[config.mk]
export PLATFORM = sky130hd
export DESIGN_NAME = bottling_sequencer
export DESIGN_NICKNAME = d
export VERILOG_FILES = /design/src/rtl/bottling_sequencer.sv
export SDC_FILE = /design/constraint.sdc
export NUM_CORES = 1
export LEC_CHECK = 0
export BUFFER_PORTS_ARGS = -buffer_cell sky130_fd_sc_hd__buf_2
export CORE_ASPECT_RATIO = 2
export CORE_UTILIZATION = 33
export CTS_BUF_LIST = sky130_fd_sc_hd__clkbuf_16
export CTS_CLUSTER_SIZE = 12
export DETAILED_ROUTE_END_ITERATION = 16
export PLACE_DENSITY = 0.49
export SLEW_MARGIN = 20
export SYNTH_ARGS = -nofsm -noshare
export SYNTH_HDL_FRONTEND = slang
export SYNTH_SLANG_ARGS = --single-unit
[constraint.sdc]
create_clock -name clk -period 5 [get_ports clk]
set_clock_uncertainty 0.05 [all_clocks]
set_input_delay 0.5 -clock clk [delete_from_list [all_inputs] [get_ports clk]]
set_output_delay 0.5 -clock clk [all_outputs]
set_load 0.005 [all_outputs]
[src/rtl/bottling_sequencer.sv]
// bottling_sequencer: tablet bottling controller with BCD config, paced drops and conveyor handshake
module bottling_sequencer #(
  parameter int TICK_DIV     = 100000,
  parameter int DROP_TICKS   = 2000,
  parameter int CONV_TIMEOUT = 8000,
  parameter int BOTTLES      = 18,
  parameter int MAX_TABS     = 50
) (
  input  logic       clk,
  input  logic       reset,
  input  logic       cfg_valid,
  input  logic [3:0] cfg_high_bcd,
  input  logic [3:0] cfg_low_bcd,
  input  logic       abort,
  input  logic       conv_done,
  output logic       drop_pulse,
  output logic       conv_req,
  output logic [5:0] tabs_in_bottle,
  output logic [5:0] bottle_count,
  output logic [9:0] total_tabs,
  output logic       cfg_err,
  output logic       busy,
  output logic       done,
  output logic       fault
);
  localparam int PW = TICK_DIV > 1 ? $clog2(TICK_DIV) : 1;
  typedef enum logic [2:0] {IDLE, FILL, CONVEY, DONE, FAULT} state_t;
  state_t state;
  logic [PW-1:0] pre;
  logic [15:0] tmr;
  logic [6:0] target, cfg_target;
  logic tick, cfg_bad, drop_due, last_drop, timeout;
  always_comb begin
    tick = pre == PW'(TICK_DIV - 1);
    cfg_target = 7'(cfg_high_bcd) * 7'd10 + 7'(cfg_low_bcd);
    cfg_bad = cfg_high_bcd > 4'd9 || cfg_low_bcd > 4'd9 || cfg_target == 7'd0 || cfg_target > 7'(MAX_TABS);
    drop_due = tick && tmr == 16'(DROP_TICKS - 1);
    last_drop = {1'b0, tabs_in_bottle} + 7'd1 == target;
    timeout = tick && tmr == 16'(CONV_TIMEOUT - 1);
  end
  assign busy = state == FILL || state == CONVEY;
  assign done = state == DONE;
  assign fault = state == FAULT;
  always_ff @(posedge clk or posedge reset)
    if (reset) pre <= '0;
    else pre <= tick ? '0 : pre + PW'(1);
  // One timer serves both the drop interval in FILL and the conveyor timeout in CONVEY
  always_ff @(posedge clk or posedge reset)
    if (reset) begin
      state <= IDLE;
      tmr <= '0;
      target <= '0;
      drop_pulse <= 1'b0;
      conv_req <= 1'b0;
      tabs_in_bottle <= '0;
      bottle_count <= '0;
      total_tabs <= '0;
      cfg_err <= 1'b0;
    end else begin
      drop_pulse <= 1'b0;
      if (abort) begin
        state <= IDLE;
        conv_req <= 1'b0;
      end else
        case (state)
          IDLE, DONE:
            if (cfg_valid) begin
              cfg_err <= cfg_bad;
              if (!cfg_bad) begin
                target <= cfg_target;
                tabs_in_bottle <= '0;
                bottle_count <= '0;
                total_tabs <= '0;
                tmr <= '0;
                state <= FILL;
              end
            end
          FILL:
            if (tick) begin
              tmr <= drop_due ? '0 : tmr + 16'd1;
              if (drop_due) begin
                drop_pulse <= 1'b1;
                tabs_in_bottle <= tabs_in_bottle + 6'd1;
                total_tabs <= total_tabs + 10'd1;
                if (last_drop) begin
                  bottle_count <= bottle_count + 6'd1;
                  conv_req <= 1'b1;
                  state <= CONVEY;
                end
              end
            end
          CONVEY:
            if (conv_done) begin
              conv_req <= 1'b0;
              tabs_in_bottle <= '0;
              tmr <= '0;
              state <= bottle_count == 6'(BOTTLES) ? DONE : FILL;
            end else if (tick) begin
              tmr <= tmr + 16'd1;
              if (timeout) begin
                conv_req <= 1'b0;
                state <= FAULT;
              end
            end
          default: ;
        endcase
    end
endmodule

### Word level (Yosys, flattened, before mapping)

Index checks and enable logic that the tools add are counted.

* register bits: 68
* output and inout bits: 28
* word-level logic and storage cells: 113

* add/subtract/negate cells: 7
* $mul: 1
* $lt $le $gt $ge: 3
* equal/unequal tests: 23
* multiplexer cells: 46
* bitwise logic cells: 2
* reduce and logical (&&, ||, !) cells: 21

Operators by type and width (number)
* 16-bit 2-to-1 mux: 6
* 6-bit 2-to-1 mux: 8
* 16-bit one-hot mux with 3 select lines: 1
* 10-bit 2-to-1 mux: 4
* 3-bit 2-to-1 mux: 9
* 10-bit one-hot mux with 2 select lines: 1
* 3-bit != test, second input constant: 6
* 6-bit one-hot mux with 3 select lines: 1
* 6-bit AND reduction: 3
* 17-bit by 1-bit adder with 17-bit output, second input constant: 1
* 17-bit == test, second input constant: 1
* 17-bit 2-to-1 mux: 1
* 16-bit by 1-bit adder with 16-bit output, second input constant: 1
* 16-bit by 11-bit == test with 1-bit output, second input constant: 1
* 16-bit by 13-bit == test with 1-bit output, second input constant: 1
* 7-bit AND reduction: 2
* 6-bit by 1-bit adder with 6-bit output, second input constant: 2
* 2-bit != test, second input constant: 6
* 6-bit one-hot mux with 2 select lines: 1
* 1-bit 2-to-1 mux: 11
* 10-bit by 1-bit adder with 10-bit output, second input constant: 1
* 3-bit one-hot mux with 3 select lines: 1
* 4-bit greater-than comparator, second input constant: 2
* 4-bit != test, second input constant: 2
* 23 further kinds: 30

### Longest topological paths before layout

Gate-level depths: netlist of run 1.

* depth after elaboration: 9
* mapped depth: 13
* depth with buffers taken out: 11

### Worst setup path before layout of run 1

OpenSTA, ideal clock, no wires.

* kind: input port to flip-flop
* start: input cfg_high_bcd[1]
* end: register tmr[13]
* library setup time: 0.110 ns
* arrival time: 3.148 ns
* required time: 4.840 ns
* path slack: 1.692 ns
* cell stages on the path: 12
* cells stage by stage: ha_1 > ha_1 > inv_1 > fa_1 > xor2_1 > or4bb_1 > mux2i_1 > o221a_2 > o21ai_1 > or3_1 > buf_2 > o41ai_1

* cells in the longest elaborated chain, start to end: 7
* elaborated cells between the ends (all ways): 10
* those cells by class: add/sub (1); mul (1); order compare (2); eq/ne (1); reduce/logical (5)

RTL lines
* start: declaration: RTL line 12 `input logic [3:0] cfg_high_bcd,`
* parallel branches: the longest is 4 deep, another holds 7-bit by 4-bit adder with 7-bit output
* 1-bit logical OR *: RTL line 36 `cfg_bad = cfg_high_bcd > 4'd9 || cfg_low_bcd > 4'd9 || cfg_target == 7'd0 || cfg_target > 7'(MAX_TABS);`
* 2-bit != test (no source line) *
* 6-bit AND reduction (no source line) *
* end signal: assignment: RTL line 80 `tmr <= drop_due ? '0 : tmr + 16'd1;`
* end signal: assignment: RTL line 99 `tmr <= tmr + 16'd1;`
* end: declaration: RTL line 30 `logic [15:0] tmr;`

Mark *: on every way between the ends.
A chain may end at the register's enable or synchronous reset.

### Worst setup path in the final report of run 1

* start: input cfg_high_bcd[1]
* end: register tmr[9]

Same word-level chain as after synthesis.

==> results of run 1 <==
[power breakdown]
group          leakage (nW)  total (mW)  internal (mW)  switching (mW)
Combinational          1.05       0.620          0.238           0.382
Clock                 0.143       0.631          0.384           0.247
Sequential            0.915       0.712          0.626          0.0854
Total                  2.11        1.96           1.25           0.714
[layout make-up]
type,count,area [um^2]
Multi-Input combinational cell,340,2130
Inverter,18,68.8
Clock inverter,7,67.6
Sequential cell,68,1700
Clock buffer,9,225
Tap cell,145,181
Fill cell,1191,7070
Timing Repair Buffer,48,260
[cells by family after synthesis]
logic type	count (synthesis)	synth area share, %
muxes	4	1.07
adders and majority gates	15	5.11
AOI/OAI and AO/OA	115	18.3
buffers and inverters	36	3.50
DFF	68	42.9
xor gates and xnor gates	25	5.52
and+or+nand+nor	181	23.7
[layer usage]
| metal | vias to the layer above | GRT usage [%] | part of all wire, % |
|---|---|---|---|
| met5 | - | 0 | 0 |
| met4 | 0 | 6.41 | 1.6 |
| met3 | 10 | 3.48 | 2.9 |
| met2 | 65 | 31.5 | 54 |
| met1 | 1668 | 19.0 | 42 |
| li1 | 1695 | - | - |
[registers in the layout, summed over array words and instances (netlist names)]
| register | count |
|---|---|
| cfg_err | 1 |
| target | 7 |
| state | 3 |
| pre | 17 |
| bottle_count | 6 |
| tmr | 16 |
| total_tabs | 10 |
| conv_req | 1 |
| tabs_in_bottle | 6 |
| drop_pulse | 1 |
[final timing paths]
check,startpoint,end,slack (ns)
min,reset,pre[11]$_DFF_PP0_,0.24
max,cfg_high_bcd[1],tmr[9]$_DFFE_PP0P_,1.61
min in group clk,abort,state[2]$_DFFE_PP0P_,0.38
min reg2reg,total_tabs[9]$_DFFE_PP0P_,total_tabs[9]$_DFFE_PP0P_,0.43
max in group asynchronous,reset,tmr[0]$_DFFE_PP0P_,3.82
max reg2reg,pre[13]$_DFF_PP0_,bottle_count[4]$_DFFE_PP0P_,1.94
[stage by stage]
step	worst slack [ns]	std cells	hold WS, ns	power [mW]	util, %
floorplan	1.69	444	0.401	1.14	-
detailed placement	1.22	619	0.431	1.35	37.1
finish	1.61	635	0.237	1.96	39.6
global placement	1.35	619	0.423	1.34	37.1
CTS	1.58	635	0.379	1.99	39.6
global route	1.40	635	0.324	2.10	39.6
[cell usage in the layout, fill, tap and decap left out, types with 2 or more instances in the layout]
| cell type | synthesis | layout |
|---|---|---|
| clkinvlp_4 | 0 | 2 |
| a31oi_1 | 4 | 4 |
| nand2b_1 | 6 | 6 |
| fa_1 | 2 | 2 |
| clkbuf_16 | 0 | 9 |
| a21oi_1 | 10 | 10 |
| o211ai_1 | 3 | 3 |
| o31ai_1 | 25 | 25 |
| and2_1 | 3 | 3 |
| buf_4 | 0 | 8 |
| and3_1 | 12 | 12 |
| xor2_1 | 15 | 15 |
| nor2b_1 | 4 | 4 |
| or4b_1 | 3 | 3 |
| nor4_1 | 6 | 6 |
| mux2_2 | 2 | 2 |
| ha_1 | 13 | 13 |
| o21ai_0 | 51 | 51 |
| nand3_1 | 31 | 31 |
| xnor2_1 | 10 | 10 |
| mux2i_1 | 2 | 2 |
| buf_2 | 3 | 40 |
| o41ai_1 | 4 | 4 |
| or3_1 | 9 | 9 |
| clkinv_2 | 0 | 3 |
| nand2_1 | 44 | 44 |
| or2_2 | 2 | 2 |
| or4_1 | 6 | 6 |
| o221a_2 | 2 | 2 |
| nor3_1 | 7 | 7 |
| nor2_1 | 35 | 35 |
| nand4_1 | 7 | 7 |
| dfrtp_1 | 68 | 68 |
| a21o_1 | 3 | 3 |
| inv_1 | 17 | 17 |
| o22ai_1 | 2 | 2 |
| o21ai_1 | 2 | 2 |
==> key figures, run 1 <==
Outcome
  – Status: finished, final reports clean

Synthesis
  – Count of different cell masters after synthesis: 50
  – Synth Net Count: 472
  – Ys Warns: 0
  – Seq/Total Area, Yosys: approximately 43%
  – Post-synth top area share: a little over two fifths
  – Post-Syn Instances: ~440
  – Most common flop cell mapped by yosys: dfrtp_1
  – Mapped Area: between 3000 and 4000 um^2
  – Top cell type by total area after synthesis: dfrtp_1
  – Area contributors post-synth: dfrtp_1 43%, o21ai_0 6.4%, o31ai_1 4.7%, nand2_1 4.2%, ha_1 4.1%
  – Commonest cells in the netlist: 68 x dfrtp_1, 51 x o21ai_0, 44 x nand2_1
  – FF+latch count, synth: between 60 and 70
  – Most numerous cell in the Yosys netlist: dfrtp_1
  – Async set or reset register ratio after synthesis: between 90% and 100%
  – Number of flops mapped to enable cells by yosys: 0
  – Avg Cell Area, Syn: between 8 and 9 um^2

Setup path
  – Cells along the critical path: buf_2 > ha_1 > ha_1 > inv_1 > fa_1 > xor2_1 > or4bb_1 > mux2i_1 > o221a_2 > o21ai_1 > or3_1 > o41ai_1
  – Worst path slowest cell: or3_1
  – Critical path peak fanout: 11
  – CP max stage delay: 0.58 ns
  – CP top delay family: simple AND/OR/NAND/NOR gates
  – Critical path class: primary input to flip-flop
  – Crit end category: flip-flop
  – WP data arrival: around 3.6 ns
  – Buffers plus inverters on the worst setup path: 2
  – Cell with the most instances on the worst path: ha_1
  – Worst Setup Start Kind: primary input
  – Worst R2R Path Depth: 7
  – Required time worst endpoint: between 5 and 6 ns
  – Critical path depth: 12

Clock network
  – Post-CTS Resized: 0
  – Clk Tree Root Cell: clkbuf_16
  – Post-CTS Hold Buffers: 0
  – Clk sinks: 68
  – Post-CTS Setup Repair Bufs: 0
  – Worst skew pair latency: between 0.3 and 0.4 ns
  – Longest Clk Path Bufs: 2
  – CTS buffer count: 9
  – Htree depth: 3
  – Reg clk slew, reported paths: ~0.060 ns
  – CTS tree: yes

STA
  – Worst Tran Pin Value: 0.830 ns
  – Setup Viol. Count Final: 0
  – Fin crit share: 67.9%
  – Fmax: 0.295 GHz
  – Final worst path period need: between 3 and 4 ns
  – Max-slew violations: 0
  – RSZ-0062 raised after global routing: no
  – Setup TNS: 0 ns
  – Max-slew headroom: between 40 and 50%
  – Fin. Hold Viols: 0

Floorplanning
  – Height of the die: between 150 and 200 um
  – Io pins: 41
  – Chip width: 79.6 um
  – Core Box Area: around 12000 um^2
  – Std cell rows: 56
  – Die Area: between 10000 and 15000 um^2
  – Initial core utilization: between 30% and 40%

Flow run
  – Max-cap viol count: 0

Global routing
  – Vias in the first global route: approximately 3400
  – Global-route wire length before repair: ~16000 um
  – Initial antenna violation count: 0
  – GRT Util Overall: 17.2%
  – Largest net degree at the start of global routing: between 40 and 50
  – Gr ovfl total: 0

Route
  – Remaining DRCs: 0
  – Routed WL per cell: 15.8 um
  – Vias per cell: about 5.4
  – Detailed Routing Iterations Pass 1: 4
  – DRT antenna net count: 0
  – Vias: roughly 3400
  – Iter 0 DRT Violations: roughly 160
  – WL final: around 10000 um

Placed design
  – Cell Area, Placed: 4340 um^2
  – GPL Wtd Cong: around 0.77
  – Port Buffers: 40
  – Final HPWL DP: 7290 um

Layout
  – Ant. Diodes: 0
  – Cell area after layout: around 4600 um^2
  – Ratio of cells with drive above 1 in the final layout: ~16%
  – Area Overhead vs Synth: 16.7%
  – Fin nets: 513

Power
  – Largest vdd supply drop: 0.000211 V
  – Static Leak: between 2 and 2.5 nW
  – PD cells: between 400 and 500 nW/um^2

Hold path
  – HP Class: primary input to async pin
No activity file was read; power rests on OpenSTA's default activity.
==> inputs of run 2 (changes only) <==
--- a/config.mk
+++ b/config.mk
@@ -11,7 +11,7 @@
 export CTS_BUF_LIST = sky130_fd_sc_hd__clkbuf_16
 export CTS_CLUSTER_SIZE = 12
 export DETAILED_ROUTE_END_ITERATION = 16
-export PLACE_DENSITY = 0.49
+export PLACE_DENSITY = 0.51
 export SLEW_MARGIN = 20
 export SYNTH_ARGS = -nofsm -noshare
 export SYNTH_HDL_FRONTEND = slang
==> constraint.sdc (replaced) <==
create_clock -name clk -period 2.7 [get_ports clk]
set_clock_uncertainty 0.05 [all_clocks]
set_input_delay 0.27 -clock clk [delete_from_list [all_inputs] [get_ports clk]]
set_output_delay 0.27 -clock clk [all_outputs]
set_load 0.005 [all_outputs]
==> run 2 against run 1 <==
  * The run now ends with setup timing left
  * Critical path depth is 1 higher
  * Cell area is 20% higher
  * Via count is 8.7% higher
  * Power is 110% higher
  * Sequential share of layout area is 6.0 points lower
  * Utilization is 7.7 points higher
  * Critical path type unchanged
==> key figures, run 2 (synthesized netlist as in run 1, its figures left out) <==
STA
  – Worst Tran Pin Value: between 0.5 and 0.6 ns
  – Final worst path period need: around 2.8 ns
  – Fmax: 0.351 GHz
  – Setup Viol. Count Final: 19
  – Max-slew violations: 0
  – Final setup margin: -0.147 ns
  – Max-slew headroom: 63.7%
  – RSZ-0062 raised after global routing: yes
  – Fin crit share: 105%
  – Fin. Hold Viols: 0
  – Setup TNS: -1.31 ns

Layout
  – Max reg flops: 17
  – Non-Filler Instances: a little under 700
  – Ratio of cells with drive above 1 in the final layout: about a third
  – Commonest non-fill, non-tap cell in the layout: dfrtp_1
  – Area Overhead vs Synth: 39.6%
  – Most frequent cells in the layout: 68 x dfrtp_1, 58 x buf_4, 44 x nand2_1
  – Top Registers: pre x17, tmr x16, total_tabs x10
  – Fin nets: 573
  – Cell area after layout: ~5500 um^2
  – Top reg by flops: pre
  – Ant. Diodes: 0

Setup path
  – Cells along the critical path: buf_8 > ha_4 > ha_4 > inv_2 > fa_2 > xor2_1 > or4bb_1 > mux2i_1 > o221a_4 > o21ai_4 > or3_1 > buf_6 > o41ai_4
  – Buffers plus inverters on the worst setup path: 3
  – CP max stage delay: 0.47 ns
  – CP top delay family: simple AND/OR/NAND/NOR gates
  – Critical path peak fanout: 7
  – WP data arrival: 3.02 ns
  – Required time worst endpoint: 2.88 ns
  – Worst path slowest cell: or4bb_1
  – Critical path class: primary input to flip-flop
  – Cell with the most instances on the worst path: ha_4
  – Worst Setup Start Kind: primary input
  – Critical path depth: 13
  – Crit end category: flip-flop
  – Worst R2R Path Depth: 8

Route
  – Iter 0 DRT Violations: about 140
  – Detailed Routing Iterations Pass 1: 4
  – WL final: roughly 11000 um
  – Routed WL per cell: roughly 16 um
  – DRT antenna net count: 0
  – Vias: 3736
  – Remaining DRCs: 0
  – Vias per cell: approximately 5.4

Global routing
  – Gr ovfl total: 0
  – Largest net degree at the start of global routing: 46
  – Global-route wire length before repair: 18200 um
  – GRT Util Overall: about a fifth
  – Vias in the first global route: approximately 3700
  – Initial antenna violation count: 0

Hold path
  – HP Class: primary input to flip-flop
  – Hold Crit Depth: 2

Clock network
  – Clk Tree Root Cell: clkbuf_16
  – Reg clk slew, reported paths: 0.06 ns
  – Worst skew pair latency: 0.33 ns
  – CTS tree: yes
  – CTS buffer count: 9
  – Clk sinks: 68
  – Htree depth: 3
  – Longest Clk Path Bufs: 2

Floorplanning
  – Die Area: around 12000 um^2
  – Core Box Area: ~12000 um^2
  – Io pins: between 40 and 50
  – Height of the die: between 150 and 200 um
  – Initial core utilization: between 30% and 40%
  – Std cell rows: 56
  – Chip width: between 70 and 80 um

Power
  – Power Internal: around 2.5 mW
  – Largest vdd supply drop: ~0.00032 V
  – Sw frac: a little under two fifths
  – Net Sw Power: around 1.6 mW
  – Static Leak: roughly 2.5 nW
  – Flop pwr share: around a third
  – Logic pwr share: roughly 41%
  – PD cells: 739 nW/um^2
  – Clock share of power: between 20% and 30%

Flow run
  – Max-cap viol count: 0

Placed design
  – Final HPWL DP: between 8000 and 9000 um
  – Port Buffers: 40
  – Cell Area, Placed: approximately 4800 um^2
  – GPL Wtd Cong: just under 0.9
  – Placed Cells: about 670

Outcome
  – Violated checks: setup timing
  – Status: finished, violations left
-- run 2: cell count changes in the layout (fill, tap and decap cells not counted), moves of 4 or more --
cell	previous run	this run
o31ai_2	0	5
buf_6	0	5
buf_4	8	58
o21ai_1	2	24
o31ai_4	0	9
o31ai_1	25	11
a21oi_2	0	4
o41ai_1	4	0
o21ai_2	0	4
o21ai_0	51	24
a21oi_1	10	5
-- run 2: path summary, 6_finish.rpt --
kind / start / to / slack, ns
setup / recovery: cfg_high_bcd[1] / tmr[9]$_DFFE_PP0P_ / -0.15
hold / removal: abort / state[2]$_DFFE_PP0P_ / 0.14
setup reg to reg: pre[11]$_DFF_PP0_ / state[2]$_DFFE_PP0P_ / -0.03
hold reg to reg: pre[0]$_DFF_PP0_ / pre[0]$_DFF_PP0_ / 0.43
max in group asynchronous: reset / tmr[15]$_DFFE_PP0P_ / 1.49
min in group asynchronous: reset / pre[13]$_DFF_PP0_ / 0.48
-- run 2: power groups by stage --
stage	clock network, mW	registers, mW	logic, mW
finish	1.09	1.32	1.68
global route	1.16	1.34	1.86
CTS	1.12	1.31	1.51
detailed placement	0	1.33	1.40
global placement	0	1.32	1.38
floorplan	0	1.30	0.871
-- run 2: worst reg2reg max path, stage by stage, from the launching register on --
cell and delay, ns:
dfrtp_1 0.39, or4b_4 0.56, nor4_4 0.29, buf_4 0.19, buf_6 0.11, a31o_2 0.15, or4b_4 0.47, or3_4 0.34
a21oi_2 0.11
-- run 2: cell type report --
type                            count  area (um^2)
Fill cell                        1119         6160
Sequential cell                    68         1700
Multi-Input combinational cell    340         2520
Timing Repair Buffer              108          797
Inverter                           18         67.6
Clock buffer                        9          225
Tap cell                          145          181
Clock inverter                      7         51.3
-- run 2: metal layers --
metal	wire length, um	up-vias	GRT usage (%)
li1	-	1815	-
met1	4380	1827	19.8
met2	6130	67	34.8
met3	245	27	3.07
met4	484	0	11.3
met5	0	-	0
-- run 2: what timing repair did --
| action | CTS | global route |
|---|---|---|
| buffers inserted | 6 | 6 |
| resized for setup | 28 | 60 |
| setup endpoints to repair | 33 | 44 |
| endpoints found under the hold margin | 23 | 0 |
| hold buffers | 1 | 0 |
| cloned | 1 | 0 |
| pin swaps | 19 | 10 |
-- run 2: through the flow --
| step | hold slack, ns | power, mW | setup WS [ns] | util (%) |
|---|---|---|---|---|
| floorplan | 0.283 | 2.17 | -0.192 | - |
| detailed placement | 0.302 | 2.73 | -0.531 | 40.9 |
| global route | 0.147 | 4.36 | -0.234 | 47.3 |
| finish | 0.137 | 4.10 | -0.147 | 47.3 |
| CTS | 0.131 | 3.94 | -0.152 | 44.6 |
| global placement | 0.299 | 2.70 | -0.457 | 40.9 |
